==> src/rtl/alu_seq_if.sv <==
// Request/response bundle for alu_seq: operands and opcode in, registered result and status out.
interface alu_seq_if #(
  parameter int WIDTH = 16
);
  // start is sampled only while busy=0; done pulses one cycle with result/psw_o valid,
  // and both outputs then hold until the next done.
  logic             start;
  logic [4:0]       instr;
  logic             instr_opt;
  logic [WIDTH-1:0] op1;
  logic [WIDTH-1:0] op2;
  logic [15:0]      psw_i;
  logic             busy;
  logic             done;
  logic [WIDTH-1:0] result;
  logic [15:0]      psw_o;

  modport master (
    output start, instr, instr_opt, op1, op2, psw_i,
    input  busy, done, result, psw_o
  );

  modport slave (
    input  start, instr, instr_opt, op1, op2, psw_i,
    output busy, done, result, psw_o
  );
endinterface

==> src/rtl/alu_seq.sv <==
// Multi-cycle ALU: single-step arithmetic/logic ops, nibble-serial DADD and bit-serial SRA/RRC.
module alu_seq #(
  parameter int WIDTH   = 16,
  parameter int SHIFT_W = 4
) (
  input  logic       clk,
  input  logic       rst,
  alu_seq_if.slave   bus,
  output logic [1:0] dbg_state
);
  localparam int IDX_W = $clog2(WIDTH);
  localparam int CNT_W = $clog2(WIDTH/4 + (1 << SHIFT_W)) + 1;
  localparam int WP1   = WIDTH + 1;

  localparam logic [3:0] OP_ADD  = 4'h0, OP_ADDC = 4'h1, OP_SUB = 4'h2, OP_SUBC = 4'h3,
                         OP_DADD = 4'h4, OP_CMP  = 4'h5, OP_XOR = 4'h6, OP_AND  = 4'h7,
                         OP_OR   = 4'h8, OP_BIT  = 4'h9, OP_BIC = 4'hA, OP_BIS  = 4'hB,
                         OP_SRA  = 4'hC, OP_RRC  = 4'hD;

  typedef enum logic [1:0] {IDLE = 2'd0, EXEC = 2'd1, FIN = 2'd2} state_t;

  state_t             state, state_next;
  logic [CNT_W-1:0]   cnt, cnt_load;
  logic [WIDTH-1:0]   w, s, w_next, fsrc, alt_src, mask, b_src, arith_res, lres;
  logic               c, v, n, z, c_next, v_next, n_next, z_next, use_alt;
  logic [4:0]         instr_l;
  logic               opt_l;
  logic [15:0]        psw_l;
  logic [3:0]         op, op_in;
  logic               byte_m, op_valid, is_sub, cin, sa, sb, sr, arith_c, arith_v;
  logic [WIDTH:0]     sum_w;
  logic [8:0]         sum_b;
  logic [IDX_W-1:0]   bit_idx;
  logic [4:0]         nib;
  logic [3:0]         digit;
  logic               dcarry, sh_in;
  logic [SHIFT_W-1:0] sh_cnt_in;

  assign dbg_state = state;

  always_ff @(posedge clk) begin
    if (rst) state <= IDLE;
    else     state <= state_next;
  end

  always_comb begin
    state_next = state;
    bus.busy   = (state != IDLE);
    case (state)
      IDLE:    if (bus.start) state_next = EXEC;
      EXEC:    if (cnt == '0) state_next = FIN;
      FIN:     state_next = IDLE;
      default: state_next = IDLE;
    endcase
  end

  // Number of EXEC cycles minus one; everything not iterative takes a single EXEC cycle.
  always_comb begin
    op_in     = bus.instr[4:1];
    sh_cnt_in = bus.op2[SHIFT_W-1:0];
    cnt_load  = '0;
    if (op_in == OP_DADD)
      cnt_load = bus.instr[0] ? CNT_W'(1) : CNT_W'(WIDTH/4 - 1);
    else if ((op_in == OP_SRA || op_in == OP_RRC) && sh_cnt_in != '0)
      cnt_load = CNT_W'(sh_cnt_in) - CNT_W'(1);
  end

  always_comb begin
    op       = instr_l[4:1];
    byte_m   = instr_l[0];
    op_valid = (op <= OP_RRC);
    is_sub   = (op == OP_SUB) || (op == OP_SUBC) || (op == OP_CMP);
    b_src    = is_sub ? ~s : s;
    cin      = (op == OP_ADD) ? 1'b0 : ((op == OP_ADDC || op == OP_SUBC) ? c : 1'b1);
    sum_w    = {1'b0, w} + {1'b0, b_src} + WP1'(cin);
    sum_b    = {1'b0, w[7:0]} + {1'b0, b_src[7:0]} + 9'(cin);
    arith_res = byte_m ? {w[WIDTH-1:8], sum_b[7:0]} : sum_w[WIDTH-1:0];
    arith_c  = byte_m ? sum_b[8] : sum_w[WIDTH];
    sa       = byte_m ? w[7] : w[WIDTH-1];
    sb       = byte_m ? b_src[7] : b_src[WIDTH-1];
    sr       = byte_m ? arith_res[7] : arith_res[WIDTH-1];
    arith_v  = (sa == sb) && (sr != sa);

    if (byte_m) bit_idx = (s > WIDTH'(7)) ? IDX_W'(7) : IDX_W'(s[2:0]);
    else        bit_idx = (s > WIDTH'(WIDTH - 1)) ? IDX_W'(WIDTH - 1) : s[IDX_W-1:0];
    mask          = '0;
    mask[bit_idx] = 1'b1;

    // One BCD digit per cycle; adding 6 mod 16 is the same as subtracting 10.
    nib    = {1'b0, w[3:0]} + {1'b0, s[3:0]} + 5'(c);
    dcarry = (nib > 5'd9);
    digit  = dcarry ? (nib[3:0] + 4'd6) : nib[3:0];
    sh_in  = (op == OP_SRA) ? (byte_m ? w[7] : w[WIDTH-1]) : c;

    w_next  = w;
    c_next  = c;
    v_next  = 1'b0;
    use_alt = 1'b0;
    alt_src = '0;
    lres    = '0;
    case (op)
      OP_ADD, OP_ADDC, OP_SUB, OP_SUBC: begin
        w_next = arith_res;
        c_next = arith_c;
        v_next = arith_v;
      end
      OP_CMP: begin
        c_next  = arith_c;
        v_next  = arith_v;
        use_alt = 1'b1;
        alt_src = arith_res;
      end
      OP_XOR, OP_AND, OP_OR: begin
        lres   = (op == OP_XOR) ? (w ^ s) : ((op == OP_AND) ? (w & s) : (w | s));
        w_next = byte_m ? {w[WIDTH-1:8], lres[7:0]} : lres;
      end
      OP_BIT: begin
        use_alt = 1'b1;
        alt_src = w & mask;
      end
      OP_BIC:  w_next = w & ~mask;
      OP_BIS:  w_next = w | mask;
      OP_DADD: begin
        w_next = byte_m ? {w[WIDTH-1:8], digit, w[7:4]} : {digit, w[WIDTH-1:4]};
        c_next = dcarry;
      end
      OP_SRA, OP_RRC: begin
        if (s[SHIFT_W-1:0] != '0) begin
          w_next = byte_m ? {w[WIDTH-1:8], sh_in, w[7:1]} : {sh_in, w[WIDTH-1:1]};
          c_next = w[0];
        end
      end
      default: ;
    endcase
    fsrc   = use_alt ? alt_src : w_next;
    n_next = byte_m ? fsrc[7] : fsrc[WIDTH-1];
    z_next = byte_m ? (fsrc[7:0] == 8'h00) : (fsrc == '0);
  end

  always_ff @(posedge clk) begin
    if (rst) begin
      cnt        <= '0;
      w          <= '0;
      s          <= '0;
      c          <= 1'b0;
      v          <= 1'b0;
      n          <= 1'b0;
      z          <= 1'b0;
      instr_l    <= '0;
      opt_l      <= 1'b0;
      psw_l      <= '0;
      bus.done   <= 1'b0;
      bus.result <= '0;
      bus.psw_o  <= '0;
    end else begin
      bus.done <= (state == FIN);
      case (state)
        IDLE: begin
          if (bus.start) begin
            w       <= bus.op1;
            s       <= bus.op2;
            c       <= bus.psw_i[0];
            v       <= 1'b0;
            n       <= 1'b0;
            z       <= 1'b0;
            instr_l <= bus.instr;
            opt_l   <= bus.instr_opt;
            psw_l   <= bus.psw_i;
            cnt     <= cnt_load;
          end
        end
        EXEC: begin
          w <= w_next;
          c <= c_next;
          v <= v_next;
          n <= n_next;
          z <= z_next;
          if (op == OP_DADD) s <= {4'h0, s[WIDTH-1:4]};
          if (cnt != '0) cnt <= cnt - CNT_W'(1);
        end
        FIN: begin
          bus.result <= w;
          bus.psw_o  <= (opt_l && op_valid) ? {psw_l[15:5], v, psw_l[3], n, z, c} : psw_l;
        end
        default: ;
      endcase
    end
  end
endmodule

==> src/flat_wrapper.sv <==
// flat-port wrapper written by rule: the top's interface ports become plain ports
module alu_seq_flat 
#(
  parameter int WIDTH   = 16,
  parameter int SHIFT_W = 4
)
  (clk, rst, dbg_state, bus_start, bus_instr, bus_instr_opt, bus_op1, bus_op2, bus_psw_i, bus_busy, bus_done, bus_result, bus_psw_o);
  alu_seq_if #(.WIDTH(WIDTH)) bus_i ();
  input  logic clk;
  input  logic rst;
  output logic [1:0] dbg_state;
  input wire logic [$bits(bus_i.start)-1:0] bus_start;
  input wire logic [$bits(bus_i.instr)-1:0] bus_instr;
  input wire logic [$bits(bus_i.instr_opt)-1:0] bus_instr_opt;
  input wire logic [$bits(bus_i.op1)-1:0] bus_op1;
  input wire logic [$bits(bus_i.op2)-1:0] bus_op2;
  input wire logic [$bits(bus_i.psw_i)-1:0] bus_psw_i;
  output wire logic [$bits(bus_i.busy)-1:0] bus_busy;
  output wire logic [$bits(bus_i.done)-1:0] bus_done;
  output wire logic [$bits(bus_i.result)-1:0] bus_result;
  output wire logic [$bits(bus_i.psw_o)-1:0] bus_psw_o;
  assign bus_i.start = bus_start;
  assign bus_i.instr = bus_instr;
  assign bus_i.instr_opt = bus_instr_opt;
  assign bus_i.op1 = bus_op1;
  assign bus_i.op2 = bus_op2;
  assign bus_i.psw_i = bus_psw_i;
  assign bus_busy = bus_i.busy;
  assign bus_done = bus_i.done;
  assign bus_result = bus_i.result;
  assign bus_psw_o = bus_i.psw_o;
  alu_seq #(.WIDTH(WIDTH), .SHIFT_W(SHIFT_W)) u_core (.clk(clk), .rst(rst), .bus(bus_i), .dbg_state(dbg_state));
endmodule
==> config.mk <==
export PLATFORM = sky130hd
export DESIGN_NAME = alu_seq_flat
export DESIGN_NICKNAME = d
export VERILOG_FILES = /design/src/rtl/alu_seq_if.sv /design/src/rtl/alu_seq.sv /design/src/flat_wrapper.sv
export SDC_FILE = /design/constraint.sdc
export NUM_CORES = 1
export LEC_CHECK = 0
export ABC_AREA = 0
export ABC_CLOCK_PERIOD_IN_PS = 6200
export CORE_AREA = 2 2 185 187
export DETAILED_ROUTE_END_ITERATION = 16
export DIE_AREA = 0 0 187 189
export PLACE_DENSITY_LB_ADDON = 0.08
export SYNTH_ARGS = -nofsm -noshare
export SYNTH_HDL_FRONTEND = slang
export SYNTH_SLANG_ARGS = --single-unit
==> constraint.sdc <==
create_clock -name clk -period 6.2 [get_ports clk]
set_input_delay 0.62 -clock clk [delete_from_list [all_inputs] [get_ports clk]]
set_output_delay 0.62 -clock clk [all_outputs]
set_load 0.02 [all_outputs]
==> impl_metrics.json <==
{
  "area_growth_pct": 21.2,
  "wire_per_inst_um": 22.5,
  "grt_pass1_vias": 8443,
  "grt_overflow": 0,
  "worst_pin_slew_ns": 1.17,
  "io_pins": 93,
  "synth.most_common_cell": "nand2_1",
  "reg2reg_from": "u_core.instr_l[4]",
  "nFillCells": 3731,
  "hold_viol": 0,
  "grt_max_degree": 60,
  "relSlewSlack_pct": 19.9,
  "power_density_mw_per_mm2": 276,
  "setup_ws_ns": 1.00,
  "fp.dieW_um": 187,
  "synth_top_area_share_pct": 25.0,
  "routed-wl-met3_mm": 2.10,
  "ant_nets": 0,
  "critPathMaxFanout": 24,
  "synthTopCellsByCount": "194 x nand2_1, 118 x a21oi_1, 108 x nor2_1, 99 x dfxtp_1, 62 x clkbuf_1",
  "pwr-share-comb_pct": 47.2,
  "clk_latency_ns": 0.36,
  "io_buffers": 92,
  "clk_path_buf_depth": 2,
  "cts_tree": "yes",
  "critical_path_class": "reg -> reg",
  "cp.arrival_ns": 5.48,
  "track_usage_pct": 20.4,
  "syn_inst": 1114,
  "top_layer": "met4",
  "antenna_found_initial": 1,
  "ys.flop_type": "dfxtp_1",
  "core_area_mm2": 0.0333,
  "gp_congestion": 0.966,
  "start_util_pct": 23.8,
  "wl_met2_mm": 16.6,
  "remaining_drc_errors": 0,
  "drt-pass1-iter-count": 5,
  "fin_crit_sh_pct": 83.8,
  "cp-startpoint": "u_core.instr_l[4]",
  "status": "finished, final reports clean",
  "holdWs_ns": 0.451,
  "synth_area_leaders": "dfxtp_1 25%, nand2_1 9.2%, ha_1 8.2%",
  "p_seq_share_pct": 31.3,
  "cp-start-kind": "flip-flop",
  "synth_edf_count": 0,
  "synth_seq_cells": 99,
  "required_ns": 6.48,
  "cts_hold_buf": 0,
  "rsz0062_at_grt": "false",
  "finalClockSkew_ns": 0.00678,
  "hpwlAfterDp_mm": 27.1,
  "hold_path.startpoint": "u_core.psw_l[13]",
  "via_count": 8616,
  "antenna_cells": 0,
  "die-area_mm2": 0.0353,
  "finalSetupViolCount": 0,
  "cts_resized": 0,
  "grt_pass1_wl_mm": 54.6,
  "ir_drop_uv": 136,
  "final.setup.tns_ns": 0,
  "dpl_worst_slack_ns": 1.11,
  "drv_cap": 0,
  "rows": 67,
  "min_path_type": "reg -> reg",
  "post-cts-setup-buffers": 0,
  "die_y_um": 189,
  "period_needed_ns": 5.20,
  "yosysTopAreaCell": "dfxtp_1",
  "yosysUniqueCellTypes": 75,
  "fin_util_pct": 28.9,
  "power.leakage_nw": 3.56,
  "yosysSeqAreaShare_pct": 25.0,
  "numCtsBuffers": 9,
  "vias_per_cell": 5.32,
  "pwr-share-clk_pct": 21.5,
  "syn-cell-area_mm2": 0.00793,
  "htreeDepth": 3,
  "crit_chain": "buf_4 -> nand2b_1 -> nor2_1 -> a21oi_2 -> buf_4 -> xnor2_1 -> fa_1 -> fa_1 -> a21o_1 -> a221oi_1 -> o21a_1 -> xnor2_1 -> a211o_1 -> a21oi_1 -> a21oi_1 -> nor4_1 -> a21oi_1 -> o31ai_1",
  "clockRootBuffer": "clkbuf_16",
  "slowest_stage": "a221oi_1",
  "finalWirelength_mm": 36.4,
  "clkSinkCount": 99,
  "slew_viol_final": 0,
  "async_flop_share_pct": 0,
  "p_switching_mw": 1.21,
  "fmax_ghz": 0.192,
  "avgSynthCellArea_um2": 7.12,
  "initialDrtViolationCount": 686,
  "clk_pin_slew_ns": 0.08,
  "p_int_mw": 1.44,
  "switching_share_pct": 45.7,
  "worst-path-buf-inv": 2,
  "drive_gt1_share_pct": 6.14,
  "syn_nets": 1227,
  "worst_path_dominant_cell_family": "compound AO/OA/AOI/OAI gates",
  "critPathCaptureType": "flip-flop",
  "final_nets": 1280,
  "ys_warn_count": 0,
  "path_common_cell": "a21oi_1",
  "cpPeakStageDelay_ns": 0.62,
  "wl_met1_mm": 16.6,
  "power_mw": 2.65
}
[logic make-up after synthesis]
logic type      after synthesis  synth area share (%)
mux                          20                  2.73
buf+inv                     126                  6.20
flops                        99                  25.0
compound gates              326                  26.9
fa+ha+maj                    56                  9.21
simple gates                454                  26.3
xor+xnor                     33                  3.64
[worst paths after layout]
| kind | to | slack, ns | depth (start not counted) |
|---|---|---|---|
| hold / removal | u_core.bus.psw_o[13] | 0.45 | 2 |
| hold reg to reg | u_core.bus.psw_o[13] | 0.45 | 2 |
| setup reg to reg | u_core.z | 1.00 | 18 |
| setup / recovery | u_core.z | 1.00 | 18 |
[through the flow]
step,cell area (um^2),instances
after global routing,9610,1620
after global placement,9330,1604
final,9610,1620
after CTS,9610,1620
after detailed placement,9330,1604
after floorplan,7930,1114
[area by class of cell]
cell class                      instances  area, um^2  share of cell area [%]
Timing Repair Buffer                  122        1140                    11.9
Clock inverter                          7        61.3                   0.638
Sequential cell                        99        1980                    20.6
Tap cell                              448         561                    5.83
Clock buffer                            9         225                    2.34
Multi-Input combinational cell        889        5470                    56.9
Inverter                               46         173                    1.80
[placed cells by master, fill, tap and decap left out, types with 7 or more instances in the layout]
cell type	count
a221oi_1	15
and3_1	7
ha_1	52
buf_4	31
a211oi_1	15
mux2i_1	16
nand3_1	32
a311oi_1	19
nor4_1	15
xor2_1	8
o21ai_0	40
nand2_1	194
nor2_1	107
inv_1	46
o31ai_1	7
nand2b_1	12
a31oi_1	17
a21oi_1	117
a21o_1	8
clkbuf_16	9
a22oi_1	18
nor3_1	30
xnor2_1	25
o211ai_1	8
o221ai_1	9
clkdlybuf4s50_1	91
dfxtp_1	99
[worst min-delay path: stages (launching register included)]
cell and delay [ns]:
dfxtp_1 0.31, nand2_1 0.05, a21oi_1 0.05
[power groups by stage]
stage | clock [mW] | sequential [mW] | combinational, mW
2_1_floorplan | 0 | 0.774 | 0.834
4_1_cts | 0.593 | 0.829 | 1.24
6_report | 0.569 | 0.830 | 1.25
3_3_place_gp | 0 | 0.847 | 1.24
3_5_place_dp | 0 | 0.844 | 1.23
5_1_grt | 0.612 | 0.839 | 1.36
[per-layer routing]
metal	GRT usage, %	vias to the layer above
li1	-	4118
met1	27.4	4131
met2	33.5	314
met3	2.85	53
met4	7.33	0
met5	0	-
[flip-flops by register name (all words and copies together) (netlist names), 2 cells and up]
| register | flops |
|---|---|
| u_core.bus.psw_o | 16 |
| u_core.bus.result | 16 |
| u_core.psw_l | 16 |
| u_core.s | 16 |
| u_core.w | 16 |
| u_core.cnt | 6 |
| u_core.instr_l | 5 |
| u_core.dbg_state | 2 |
No activity file was read; power rests on OpenSTA's default activity.
